[src/rtl/jtag_pkg.sv]
// jtag_pkg: shared state encoding and sizing constants for the JTAG shift master
package jtag_pkg;
  typedef enum logic [1:0] {IDLE, LOW, HIGH, FINISH} jtag_state_e;
  localparam int JTAG_MAX_BITS = 32;
  localparam int JTAG_CNT_W = 6;
endpackage

[src/rtl/jtag_tdo_sync.sv]
// jtag_tdo_sync: two-flop synchronizer bringing TDO into the internal_clk domain
module jtag_tdo_sync (
  input  logic internal_clk,
  input  logic reset,
  input  logic tdo,
  output logic tdo_s
);
  logic meta;
  always_ff @(posedge internal_clk or posedge reset)
    if (reset) {tdo_s, meta} <= '0;
    else {tdo_s, meta} <= {meta, tdo};
endmodule

[src/rtl/jtag_shift_master.sv]
// jtag_shift_master: drives TCK/TMS/TDI for up to MAX_BITS bit pairs, LSB first, and captures TDO
module jtag_shift_master
  import jtag_pkg::*;
#(
  parameter int HALF_PERIOD = 6,
  parameter int MAX_BITS = JTAG_MAX_BITS
) (
  input  logic                  internal_clk,
  input  logic                  reset,
  input  logic                  start,
  input  logic [JTAG_CNT_W-1:0] bit_count,
  input  logic [MAX_BITS-1:0]   tms_vec,
  input  logic [MAX_BITS-1:0]   tdi_vec,
  output logic                  ready,
  output logic                  done,
  output logic [MAX_BITS-1:0]   tdo_vec,
  output logic                  tck,
  output logic                  tms,
  output logic                  tdi,
  input  logic                  tdo
);
  localparam int CW = $clog2(HALF_PERIOD + 1);
  localparam int IW = $clog2(MAX_BITS);
  localparam logic [CW-1:0] RELOAD = CW'(HALF_PERIOD - 1);
  jtag_state_e state, state_d;
  logic [CW-1:0] cnt, cnt_d;
  logic [IW-1:0] idx, idx_d, nxt;
  logic [JTAG_CNT_W-1:0] n_lat, n_lat_d;
  logic [MAX_BITS-1:0] tms_lat, tms_lat_d, tdi_lat, tdi_lat_d, tdo_vec_d;
  logic tck_d, tms_d, tdi_d, done_d, tdo_s, go, bad_req, pe, last, adv;
  jtag_tdo_sync u_sync (.internal_clk(internal_clk), .reset(reset), .tdo(tdo), .tdo_s(tdo_s));
  assign ready = state == IDLE;
  assign go = ready && start && bit_count != '0 && bit_count <= JTAG_CNT_W'(MAX_BITS);
  assign bad_req = ready && start && !go;
  assign pe = cnt == '0;
  assign last = JTAG_CNT_W'(idx) == n_lat - JTAG_CNT_W'(1);
  assign nxt = idx + IW'(1);
  assign adv = state == HIGH && pe && !last;
  always_ff @(posedge internal_clk or posedge reset)
    if (reset) begin
      state <= IDLE;
      cnt <= '0;
      idx <= '0;
      n_lat <= '0;
      tms_lat <= '0;
      tdi_lat <= '0;
      tdo_vec <= '0;
      tck <= 1'b0;
      tms <= 1'b1;
      tdi <= 1'b0;
      done <= 1'b0;
    end else begin
      state <= state_d;
      cnt <= cnt_d;
      idx <= idx_d;
      n_lat <= n_lat_d;
      tms_lat <= tms_lat_d;
      tdi_lat <= tdi_lat_d;
      tdo_vec <= tdo_vec_d;
      tck <= tck_d;
      tms <= tms_d;
      tdi <= tdi_d;
      done <= done_d;
    end
  always_comb begin
    state_d = state;
    case (state)
      IDLE:    state_d = go ? LOW : IDLE;
      LOW:     state_d = pe ? HIGH : LOW;
      HIGH:    state_d = pe ? (last ? FINISH : LOW) : HIGH;
      default: state_d = IDLE;
    endcase
  end
  // the phase counter reloads on every state change so each TCK half lasts exactly HALF_PERIOD cycles
  always_comb begin
    cnt_d = (state_d != state) ? RELOAD : (state == IDLE) ? cnt : cnt - CW'(1);
    idx_d = go ? '0 : adv ? nxt : idx;
    n_lat_d = go ? bit_count : n_lat;
    tms_lat_d = go ? tms_vec : tms_lat;
    tdi_lat_d = go ? tdi_vec : tdi_lat;
    tck_d = (state == LOW && pe) ? 1'b1 : (state == HIGH && pe) ? 1'b0 : tck;
    tms_d = go ? tms_vec[0] : adv ? tms_lat[nxt] : tms;
    tdi_d = go ? tdi_vec[0] : adv ? tdi_lat[nxt] : tdi;
    done_d = bad_req || (state == HIGH && pe && last);
    tdo_vec_d = go ? '0 : tdo_vec;
    if (state == LOW && pe) tdo_vec_d[idx] = tdo_s;
  end
endmodule
[config.mk]
export PLATFORM = sky130hd
export DESIGN_NAME = jtag_shift_master
export DESIGN_NICKNAME = d
export VERILOG_FILES = /design/src/rtl/jtag_pkg.sv /design/src/rtl/jtag_tdo_sync.sv /design/src/rtl/jtag_shift_master.sv
export SDC_FILE = /design/constraint.sdc
export NUM_CORES = 1
export LEC_CHECK = 0
export CAP_MARGIN = 10
export CORE_UTILIZATION = 47
export DETAILED_ROUTE_END_ITERATION = 6
export PLACE_DENSITY = 0.8
export SKIP_CTS_REPAIR_TIMING = 1
export SKIP_LAST_GASP = 1
export SYNTH_ARGS = -nofsm -noshare
export SYNTH_HDL_FRONTEND = slang
export SYNTH_HIERARCHICAL = 1
export SYNTH_SLANG_ARGS = --single-unit
[constraint.sdc]
create_clock -name internal_clk -period 3.75 [get_ports internal_clk]
set_input_delay 0.75 -clock internal_clk [delete_from_list [all_inputs] [get_ports internal_clk]]
set_output_delay 0.75 -clock internal_clk [all_outputs]
set_load 0.05 [all_outputs]
**After elaboration in Yosys (flattened, before gate mapping)**

Cells that the tools add are included.

- Output and inout bits: 37
- Word-level logic and storage cells: 66
- Flip-flop bits (word level): 118

- Multiplexer cells: 24
- Add/subtract/negate cells: 3
- $lt $le $gt $ge: 4
- Eq/ne operators: 5
- Reductions and logical operators: 17

Operator list:

| kind | number |
|---|---|
| 2-to-1 mux 32 bit | 2 |
| bitwise mux 32 bit | 1 |
| less-than comparator 5 x 6 -> 1 bit (second input constant) | 2 |
| binary-select mux 1 bit (select 5 bit) | 2 |
| 2-to-1 mux 1 bit | 10 |
| 2-to-1 mux 5 bit | 2 |
| logical AND 1 bit | 9 |
| == test 5 x 6 -> 1 bit | 1 |
| <= comparator 6 bit (second input constant) | 1 |
| 2-to-1 mux 2 bit | 3 |
| 2-to-1 mux 3 bit | 2 |
| one-hot mux 2 bit (3 select lines) | 1 |
| nonzero test 6 bit | 1 |
| subtractor 6 x 1 -> 6 bit (second input constant) | 1 |
| adder 5 x 1 -> 5 bit (second input constant) | 1 |
| demux 1 bit (select 5 bit) | 1 |
| greater-or-equal comparator 5 x 1 -> 1 bit (second input constant) | 1 |
| nonzero test 2 bit | 2 |
| logical NOT 3 bit | 1 |
| subtractor 3 x 1 -> 3 bit (second input constant) | 1 |
| == test 2 x 1 -> 1 bit (second input constant) | 1 |
| == test 2 bit (second input constant) | 1 |
| logical NOT 1 bit | 2 |
| logical NOT 2 bit | 1 |
| 3 further kinds | 3 |

**Depth between registers and ports, before layout**

Gate-level depths: netlist (run 1).

- Word-level depth: 8
- Gate-level depth with buffers: 13

**Cells and area by module**

The synthesis (run 1) kept the hierarchy.

By module, submodules not included:

| module | sequential area each (um^2) | times used | area an instance (um^2) | cells an instance |
|---|---|---|---|---|
| jtag_shift_master | 2,904.0 | 1 | 5,704.2 | 626 |
| jtag_tdo_sync | 50.0 | 1 | 53.8 | 3 |

**Least setup slack after synthesis (run 1)**

OpenSTA, ideal clock, no wires.

- Path type: flip-flop to flip-flop
- From: register idx[0]
- To: register tdi
- Period minus slack after synthesis: 2.807 ns
- Buffers on the path: 4
- Data arrival time: 2.675 ns
- Stages on the path, launching flop included: 11
- Setup slack: 0.943 ns
- Path through: dfrtp_1 > buf_2 > buf_2 > inv_1 > ha_1 > buf_2 > buf_6 > mux4_2 > mux4_2 > mux2i_1 > o211ai_1

- Longest elaborated chain between the ends: 5
- Elaborated cells between the ends (all ways): 9
- Those cells by class: 1 x add/sub; 1 x eq/ne; 4 x mux; 3 x reduce/logical

Ends and longest elaborated chain:

| item | RTL line | text |
|---|---|---|
| from (decl) | jtag_shift_master.sv:27 | `logic [IW-1:0] idx, idx_d, nxt;` |
| from (signal assigned) | jtag_shift_master.sv:55 | `idx <= idx_d;` |
| adder 5 x 1 -> 5 bit | jtag_shift_master.sv:37 | `assign nxt = idx + IW'(1);` |
| binary-select mux 1 bit (select 5 bit) | jtag_shift_master.sv:83 | `tdi_d = go ? tdi_vec[0] : adv ? tdi_lat[nxt] : tdi;` |
| 2-to-1 mux 1 bit (implied by the code) | jtag_shift_master.sv:83 |  |
| 2-to-1 mux 1 bit (2 in series) | jtag_shift_master.sv:83 |  |
| to (signal assigned) | jtag_shift_master.sv:62 | `tdi <= tdi_d;` |
| to (decl) | jtag_shift_master.sv:19 | `output logic tdi,` |

Several ways; a longest one is shown, not always the timed one. The select of a mux whose other input is x is not followed.
A chain may end at the register's enable or synchronous reset.

**Final worst setup path (run 1)**

- From: input port bit_count[3]
- To: register idx[3]

- Longest elaborated chain between the ends: 4
- Elaborated cells between the ends (all ways): 6
- Those cells by class: 1 x order compare; 1 x mux; 4 x reduce/logical

Ends and longest elaborated chain:

| item | RTL line | text |
|---|---|---|
| from (decl) | jtag_shift_master.sv:11 | `input logic [JTAG_CNT_W-1:0] bit_count,` |
| branches (longest 2 deep; another with <= comparator 6 bit) | n/a |  |
| logical AND 1 bit (*) | jtag_shift_master.sv:33 | `assign go = ready && start && bit_count != '0 && bit_count <= JTAG_CNT_W'(MAX_BITS);` |
| 2-to-1 mux 5 bit / nonzero test 2 bit (equally long branches) | n/a |  |

Mark *: on every way between the ends.

==> results of run 1 <==
power by group through the flow:
stage | combinational (uW) | sequential (uW) | clock [uW]
3_3_place_gp | 121 | 1310 | 0
4_1_cts | 124 | 1280 | 1590
6_report | 121 | 1280 | 1570
3_5_place_dp | 123 | 1310 | 0
2_1_floorplan | 26.8 | 1310 | 0
5_1_grt | 132 | 1280 | 1640
cell usage in the layout (no fill, tap or decap), types with 4 or more instances in the layout:
cell type / instances
and2_1: 4
clkbuf_16: 17
clkdlybuf4s50_1: 110
clkinv_2: 4
clkinv_4: 6
dfrtp_1: 117
ha_1: 7
inv_1: 10
mux2_2: 7
mux2i_1: 6
mux4_2: 12
nand2_1: 244
nand3_1: 29
nand3b_1: 5
nand4_1: 5
nor2_1: 23
o21ai_0: 58
o21ai_1: 4
o22ai_1: 5
xnor2_1: 6
xor2_1: 7
per-layer routing:
metal  part of all wire  track usage  up-vias  wire length [um]
met1               0.42       0.2830     2326              5868
met3              0.051      0.06210       27               713
met2               0.51       0.3905      161              7006
met4              0.019      0.09600        0               262
li1                   -            -     2287                 -
met5                  0            0        -                 0
metrics by stage:
stage	utilization	setup slack, ns	instances	total power, uW
2_1_floorplan	-	0.9434	629	1336
3_3_place_gp	0.5751	0.5673	854	1426
3_5_place_dp	0.5751	0.5065	854	1429
4_1_cts	0.6237	0.9023	886	2997
5_1_grt	0.6237	0.6998	886	3060
6_report	0.6237	0.9052	886	2978
registers in the layout, summed over array words and instances (netlist names):
name          cells
done              1
cnt               3
n_lat             6
state             2
tdi_lat          32
tdo_vec          32
u_sync/tdo_s      1
tms               1
tck               1
u_sync/meta       1
tdi               1
tms_lat          32
idx               5
cells by family (layout without fill, tap and decap cells):
group / Yosys count / in the layout / share of synthesized area
flip-flops: 118 / 118 / 0.5130
XOR/XNOR: 13 / 13 / 0.01977
buffers and inverters: 49 / 159 / 0.05193
adder cells (fa/ha/maj): 7 / 7 / 0.01521
AO/OA/AOI/OAI: 85 / 85 / 0.08649
AND/OR/NAND/NOR: 332 / 332 / 0.2425
multiplexers: 25 / 25 / 0.07106
synth_stat cells, drive strengths merged (2+ instances only):
cell type  instances
nand2b             2
mux2i              6
nor3b              3
xor2               7
mux2               7
or2                2
o21ai             62
and2               4
o2111ai            2
buf               20
nand3             29
inv               11
or3                3
ha                 7
or3b               2
xnor2              6
nand4              5
nor2              24
mux4              12
nand3b             5
clkbuf            17
nor2b              2
dfrtp            117
nor3               3
o22ai              5
nand2            244
o211ai             3
a311oi             2
worst paths after layout:
kind,start,endpoint,slack [ns],cells after the start
worst min register to register,u_sync/meta$_DFF_PP0_,u_sync/tdo_s$_DFF_PP0_,0.35,0
worst max-delay path,bit_count[3],idx[3]$_DFFE_PP0P_,0.91,8
min in group asynchronous,reset,u_sync/tdo_s$_DFF_PP0_,0.57,2
worst min-delay path,u_sync/meta$_DFF_PP0_,u_sync/tdo_s$_DFF_PP0_,0.35,0
worst max register to register,idx[1]$_DFFE_PP0P_,tdi$_DFFE_PP0P_,1.11,6
max in group asynchronous,reset,tms_lat[4]$_DFFE_PP0P_,2.41,3
layout make-up:
| cell class | instances | area (um^2) |
|---|---|---|
| Inverter | 11 | 45.04 |
| Clock buffer | 17 | 425.4 |
| Tap cell | 147 | 183.9 |
| Fill cell | 968 | 4501 |
| Timing Repair Buffer | 116 | 1184 |
| Sequential cell | 118 | 2954 |
| Multi-Input combinational cell | 462 | 2512 |
| Clock inverter | 15 | 156.4 |
==> impl_metrics.ini, run 1 <==
[run_status]
status = finished, final reports clean

[synth]
synthCells = 629
yosys_warnings = 6
synth_fp_nets = 710
seq_area_frac_synth = 0.5130
yosysTopAreaCell = dfrtp_1
synth_top_flop_cell = dfrtp_1
synth_seq_cells = 118
synth.area.top_cells = dfrtp_1 51%, nand2_1 16%, o21ai_0 5.0%
syn_area_per_cell_um2 = 9.154
synth_edf_count = 0
synth_area_mm2 = 0.005758
async_flop_share = 1.000
yosys.area.top_type_share = 0.5085
synth.distinct_cells = 52

[floorplan]
die_width_um = 112.7
ios = 111
die_y_um = 112.7
dieArea_mm2 = 0.01270
num_rows = 40
initial_core_util = 0.4814
core_mm2 = 0.01196

[finish]
antennaDiodeCount = 0
fin_area_mm2 = 0.007461
layout-drive-gt1-share = 0.09472
nets = 807
synthToLayoutAreaGrowth_pct = 29.57

[sta]
slew_violations = 0
skew_ns = 0.007708
fmax_mhz = 351.5
setup_tns_ns = 0
rsz0062_at_grt = false
worst_pin_slew_ns = 0.9177
period_share = 0.7586
max_slew_margin = 0.3882
hold_violations = 0
setup_viol = 0
period_minus_slack_ns = 2.845
whs_ns = 0.3491

[power]
power.density_mw_per_mm2 = 399.2
p_int_uw = 2330
power_switching_uw = 648.5
clock_power_share = 0.528
pwr-share-comb = 0.041
max-vdd-ir-drop_mv = 0.2507
p_leak_uw = 0.003434
seq_power_share = 0.431
sw_frac_of_total = 0.2178

[routing]
wl_per_cell_um = 15.63
via_per_inst = 5.419
vias = 4801
drt_drc_violations_left = 0
drt_iter0_markers = 510
drtAntennaViolNets = 0
drt_first_pass_iters = 5
route.final.wire_length_um = 13850

[cts]
htreeDepth = 4
root_buffer = clkbuf_16
cts_sinks = 118
clock_path_buffers = 2
tritoncts = yes
clk_latency_ns = 0.41
clk_pin_slew_ns = 0.06
cts_buffers = 17

[setup_path]
worstPathArrival_ns = 3.18
path_buf_inv = 2
critical_path.cell_chain = clkdlybuf4s50_1 -> or4_1 -> nor2_1 -> xor2_1 -> or2_2 -> buf_4 -> nand3_1 -> o21ai_0
worstSetupPathType = input pin to flop
crit_family = simple AND/OR/NAND/NOR gates
crit_fanout = 20
critPathMaxStageDelay_ns = 0.50
slowest_stage = or4_1
startpoint_type = input pin
crit_path_end_kind = flop
required_ns = 4.08

[global_route]
grt_pass1_vias = 4869
antenna_found_initial = 0
grt_usage = 0.2321
grt_overflow = 0
grt_pass1_wl_um = 22940
grt_max_degree = 117

[place]
post_dp_cell_area_mm2 = 0.006879
dp_hpwl_um = 9266
place_congestion = 0.8020
io_buffers = 110

[run]
drv_cap = 0

[min_path]
worstHoldPathType = flop to flop
Power figures use the tool's default switching activity.
==> run 2, diff against run 1 <==
Settings changed: CORE_UTILIZATION 47 to 49.
Clock period 3.75 ns to 2.9 ns, I/O delays scaled along.
==> impl_metrics.ini, run 2 (synthesis results as in run 1) <==
[power]
p_leak_uw = 0.003485
p_total_uw = 3981
power.density_mw_per_mm2 = 526.1
max-vdd-ir-drop_mv = 0.3299

[finish]
fill_cells = 906
nets = 817
seqCellArea_mm2 = 0.002954
largestRegisters = tdi_lat: 32 flops, tdo_vec: 32 flops, tms_lat: 32 flops
final_cell_mix = 244 x nand2_1, 117 x dfrtp_1, 110 x clkdlybuf4s50_1
final_common_cell = nand2_1
layout-drive-gt1-share = 0.1068
synthToLayoutAreaGrowth_pct = 31.42
antennaDiodeCount = 0
multi_input_area_mm2 = 0.002512

[sta]
fmax_mhz = 381.3
worst_pin_slew_ns = 0.9575
slew_violations = 0
whs_ns = 0.3488
period_share = 0.9043
setup_viol = 0
setup_tns_ns = 0
hold_violations = 0
skew_ns = 0.005336
max_slew_margin = 0.3617
rsz0062_at_grt = false
period_minus_slack_ns = 2.623

[setup_path]
cp_common_cell = a311oi_1
worstSetupPathType = flop to flop
timing.reg2reg.worst_path_depth = 8
critical_path.cell_chain = inv_1 -> ha_1 -> buf_4 -> mux2_2 -> o22ai_1 -> a311oi_1 -> a311oi_1 -> o211ai_1
path_buf_inv = 2
slowest_stage = ha_1
r2r_start = idx[0]$_DFFE_PP0P_
startpoint_type = flop
r2r-end = tms$_DFFE_PP1P_
crit_fanout = 16
rrSetupSlack_ns = 0.28
worstPathArrival_ns = 2.94
crit_path_end_kind = flop
required_ns = 3.22
critPathMaxStageDelay_ns = 0.65
crit_family = compound AO/OA/AOI/OAI gates

[run_status]
status = finished, final reports clean

[min_path]
min_from = u_sync/meta$_DFF_PP0_
worstHoldPathType = flop to flop
whs_path_depth = 0
min_to = u_sync/tdo_s$_DFF_PP0_

[floorplan]
die_y_um = 110.4
dieArea_mm2 = 0.01219
die_width_um = 110.4
core_mm2 = 0.01142
initial_core_util = 0.5043
ios = 111
num_rows = 39

[routing]
via_per_inst = 5.605
drtAntennaViolNets = 0
wl_per_cell_um = 16.10
dr_wl_met3_um = 876
dr_wl_met2_um = 7290
top_layer = met4
drt_iter0_markers = 441
m1WireLength_um = 5885
route.final.wire_length_um = 14370
vias = 5000
drt_drc_violations_left = 0
drt_first_pass_iters = 5

[global_route]
grt_pass1_wl_um = 23850
grt_usage = 0.2415
antenna_found_initial = 0
grt_overflow = 0
grt_max_degree = 71
grt_pass1_vias = 5079

[place]
place_congestion = 0.8246
io_buffers = 110
dp_hpwl_um = 9292

[cts]
cts_sinks = 118
cts_buffers = 17
clock_path_buffers = 2
clk_pin_slew_ns = 0.05
htreeDepth = 4
root_buffer = clkbuf_16
tritoncts = yes
clk_latency_ns = 0.41

[run]
drv_cap = 0
## run 2: cell count changes in the layout (fill, tap and decap cells not counted)
cell,previous run,this run
buf_4,3,13
clkinv_4,6,1
clkbuf_8,0,3
clkinvlp_4,3,6
inv_6,1,0
bufinv_16,2,3
clkinv_2,4,3
## run 2: final cells by class
class | count | area share
flip-flops and latches | 118 | 0.3904
multi-input cells | 462 | 0.3320
repair buffers | 126 | 0.1663
clock buffers | 20 | 0.06167
well taps | 143 | 0.02364
clock inverters | 12 | 0.02001
inverters | 11 | 0.005952
## run 2: stage by stage
stage	instance area [um^2]	setup slack (ns)	utilization	cells
floorplan	5762	0.09343	-	629
global placement	6949	0.04989	0.6086	860
detailed placement	6949	-0.01292	0.6086	860
CTS	7567	0.2871	0.6627	892
global route	7567	0.1463	0.6627	892
finish	7567	0.2774	0.6627	892
## run 2: how the worst max path moves through the flow
stage,start,end,slack (ns),depth (start not counted)
after floorplan,idx[0]$_DFFE_PP0P_,tdi$_DFFE_PP0P_,0.09,10
after global placement,bit_count[0],tdi_lat[13]$_DFFE_PP0P_,0.05,8
after detailed placement,bit_count[0],tdi_lat[31]$_DFFE_PP0P_,-0.01,8
after CTS,idx[0]$_DFFE_PP0P_,tms$_DFFE_PP1P_,0.29,8
after global routing,idx[0]$_DFFE_PP0P_,tms$_DFFE_PP1P_,0.15,8
final,idx[0]$_DFFE_PP0P_,tms$_DFFE_PP1P_,0.28,8
## run 2: metal layers
| layer | vias to the layer above | track usage |
|---|---|---|
| li1 | 2312 | - |
| met1 | 2437 | 0.2984 |
| met2 | 210 | 0.4099 |
| met3 | 41 | 0.05379 |
| met4 | 0 | 0.09867 |
| met5 | - | 0 |
## run 2: where the power goes
| group | internal [uW] | total [uW] | leakage, uW | switching [uW] |
|---|---|---|---|---|
| combinational | 98.5 | 162 | 0.00176 | 63.8 |
| sequential | 1650 | 1660 | 0.00143 | 7.89 |
| clock | 1410 | 2160 | 0.000290 | 745 |
| total | 3160 | 3980 | 0.00349 | 817 |
==> run 3, diff against run 2 <==
Settings changed: PLACE_DENSITY 0.8 to 0.76.
==> impl_metrics.ini, run 3 (synthesis results as in run 1) <==
[run_status]
status = finished, final reports clean

[cts]
clk_latency_ns = 0.41
clock_path_buffers = 2
clk_pin_slew_ns = 0.05
cts_buffers = 17
htreeDepth = 4
tritoncts = yes
cts_sinks = 118
root_buffer = clkbuf_16

[setup_path]
crit_path_end_kind = flop
r2r-end = tms$_DFFE_PP1P_
rrSetupSlack_ns = 0.30
startpoint_type = flop
worstSetupPathType = flop to flop
slowest_stage = ha_1
crit_family = compound AO/OA/AOI/OAI gates
worstPathArrival_ns = 2.92
timing.reg2reg.worst_path_depth = 8
required_ns = 3.22
critical_path.cell_chain = inv_1 -> ha_1 -> buf_4 -> mux2_2 -> o2111ai_1 -> o22ai_1 -> a311oi_1 -> o211ai_1
path_buf_inv = 2
critPathMaxStageDelay_ns = 0.63
crit_fanout = 16
r2r_start = idx[0]$_DFFE_PP0P_

[finish]
fill_cells = 900
final_common_cell = nand2_1
largestRegisters = tdi_lat: 32 flops, tdo_vec: 32 flops, tms_lat: 32 flops
layout-drive-gt1-share = 0.09434
nets = 814
fin_area_mm2 = 0.007492
final_cell_mix = 244 x nand2_1, 117 x dfrtp_1, 110 x clkdlybuf4s50_1
multi_input_area_mm2 = 0.002512
synthToLayoutAreaGrowth_pct = 30.12
seqCellArea_mm2 = 0.002954
final_cells = 885
antennaDiodeCount = 0

[sta]
hold_violations = 0
period_minus_slack_ns = 2.600
max_slew_margin = 0.3742
fmax_mhz = 384.6
worst_pin_slew_ns = 0.9387
slew_violations = 0
rsz0062_at_grt = false
skew_ns = 0.008400
period_share = 0.8965
setup_viol = 0
setup_tns_ns = 0

[routing]
drt_drc_violations_left = 0
via_per_inst = 5.379
route.final.wire_length_um = 13520
wl_per_cell_um = 15.28
drt_first_pass_iters = 5
vias = 4760
drt_iter0_markers = 355
drtAntennaViolNets = 0

[run]
drv_cap = 0

[power]
max-vdd-ir-drop_mv = 0.3231
power.density_mw_per_mm2 = 508.4
pwr-share-comb = 0.043
sw_frac_of_total = 0.1972
p_int_uw = 3058
p_leak_uw = 0.003460
power_switching_uw = 751.3
clock_power_share = 0.521
p_total_uw = 3809
seq_power_share = 0.436

[global_route]
grt_overflow = 0
grt_usage = 0.2342
grt_max_degree = 71
antenna_found_initial = 0
grt_pass1_wl_um = 22890
grt_pass1_vias = 4864

[min_path]
min_from = u_sync/meta$_DFF_PP0_
whs_path_depth = 0
min_to = u_sync/tdo_s$_DFF_PP0_
worstHoldPathType = flop to flop

[place]
post_dp_cell_area_mm2 = 0.006939
dp_hpwl_um = 9061
io_buffers = 110
dpl.cell_count = 857
place_congestion = 0.8133

[floorplan]
core_mm2 = 0.01142
die_width_um = 110.4
num_rows = 39
initial_core_util = 0.5043
ios = 111
die_y_um = 110.4
dieArea_mm2 = 0.01219
-- run 3: changes by cell type in the layout (fill, tap and decap cells not counted) --
| cell | before | now |
|---|---|---|
| clkinvlp_4 | 6 | 1 |
| clkbuf_1 | 0 | 3 |
| clkinv_4 | 1 | 0 |
| bufinv_16 | 3 | 2 |
| buf_12 | 3 | 4 |
| buf_4 | 13 | 9 |
-- run 3: area by class of cell --
cell class                 count  area share
clock buffer                  23     0.06379
clock inverter                 5     0.01002
sequential                   118      0.3943
timing repair buffer         123      0.1667
inverter                      11    0.006012
tap                          143     0.02388
multi-input combinational    462      0.3353
-- run 3: worst max-delay path by stage --
stage	from	endpoint	slack (ns)	cells after the start
after floorplan	idx[0]$_DFFE_PP0P_	tdi$_DFFE_PP0P_	0.09	10
after global placement	bit_count[0]	tms$_DFFE_PP1P_	0.18	8
after detailed placement	bit_count[0]	cnt[2]$_DFFE_PP0P_	0.1	8
after CTS	idx[0]$_DFFE_PP0P_	tms$_DFFE_PP1P_	0.30	8
after global routing	idx[0]$_DFFE_PP0P_	tms$_DFFE_PP1P_	0.05	8
final	idx[0]$_DFFE_PP0P_	tms$_DFFE_PP1P_	0.30	8
-- run 3: power groups by stage --
stage / Clock (uW) / Sequential, uW / Combinational, uW
after detailed placement: 0 / 1690 / 165
after floorplan: 0 / 1690 / 34.6
after CTS: 2010 / 1660 / 165
after global placement: 0 / 1690 / 162
after global routing: 2090 / 1660 / 177
final: 1990 / 1660 / 162
-- run 3: metrics by stage --
stage | util | worst slack [ns] | hold slack (ns)
finish | 0.6561 | 0.3002 | 0.3513
global placement | 0.6077 | 0.1766 | 0.3337
global route | 0.6561 | 0.05178 | 0.3735
floorplan | - | 0.09343 | 0.3212
CTS | 0.6561 | 0.3012 | 0.3544
detailed placement | 0.6077 | 0.09620 | 0.3440
-- run 3: worst reg2reg max path: stages, from the launching register on --
cell and delay [ns]:
dfrtp_1 0.34, inv_1 0.10, ha_1 0.63, buf_4 0.36, mux2_2 0.40, o2111ai_1 0.24
o22ai_1 0.12, a311oi_1 0.22, o211ai_1 0.11
-- run 3: routing by layer --
| metal | track usage | vias to the layer above | wire length, um |
|---|---|---|---|
| met5 | 0 | - | 0 |
| met4 | 0.09511 | 0 | 242 |
| met3 | 0.05434 | 22 | 836 |
| met2 | 0.3855 | 181 | 6713 |
| met1 | 0.2988 | 2254 | 5733 |
| li1 | - | 2303 | - |
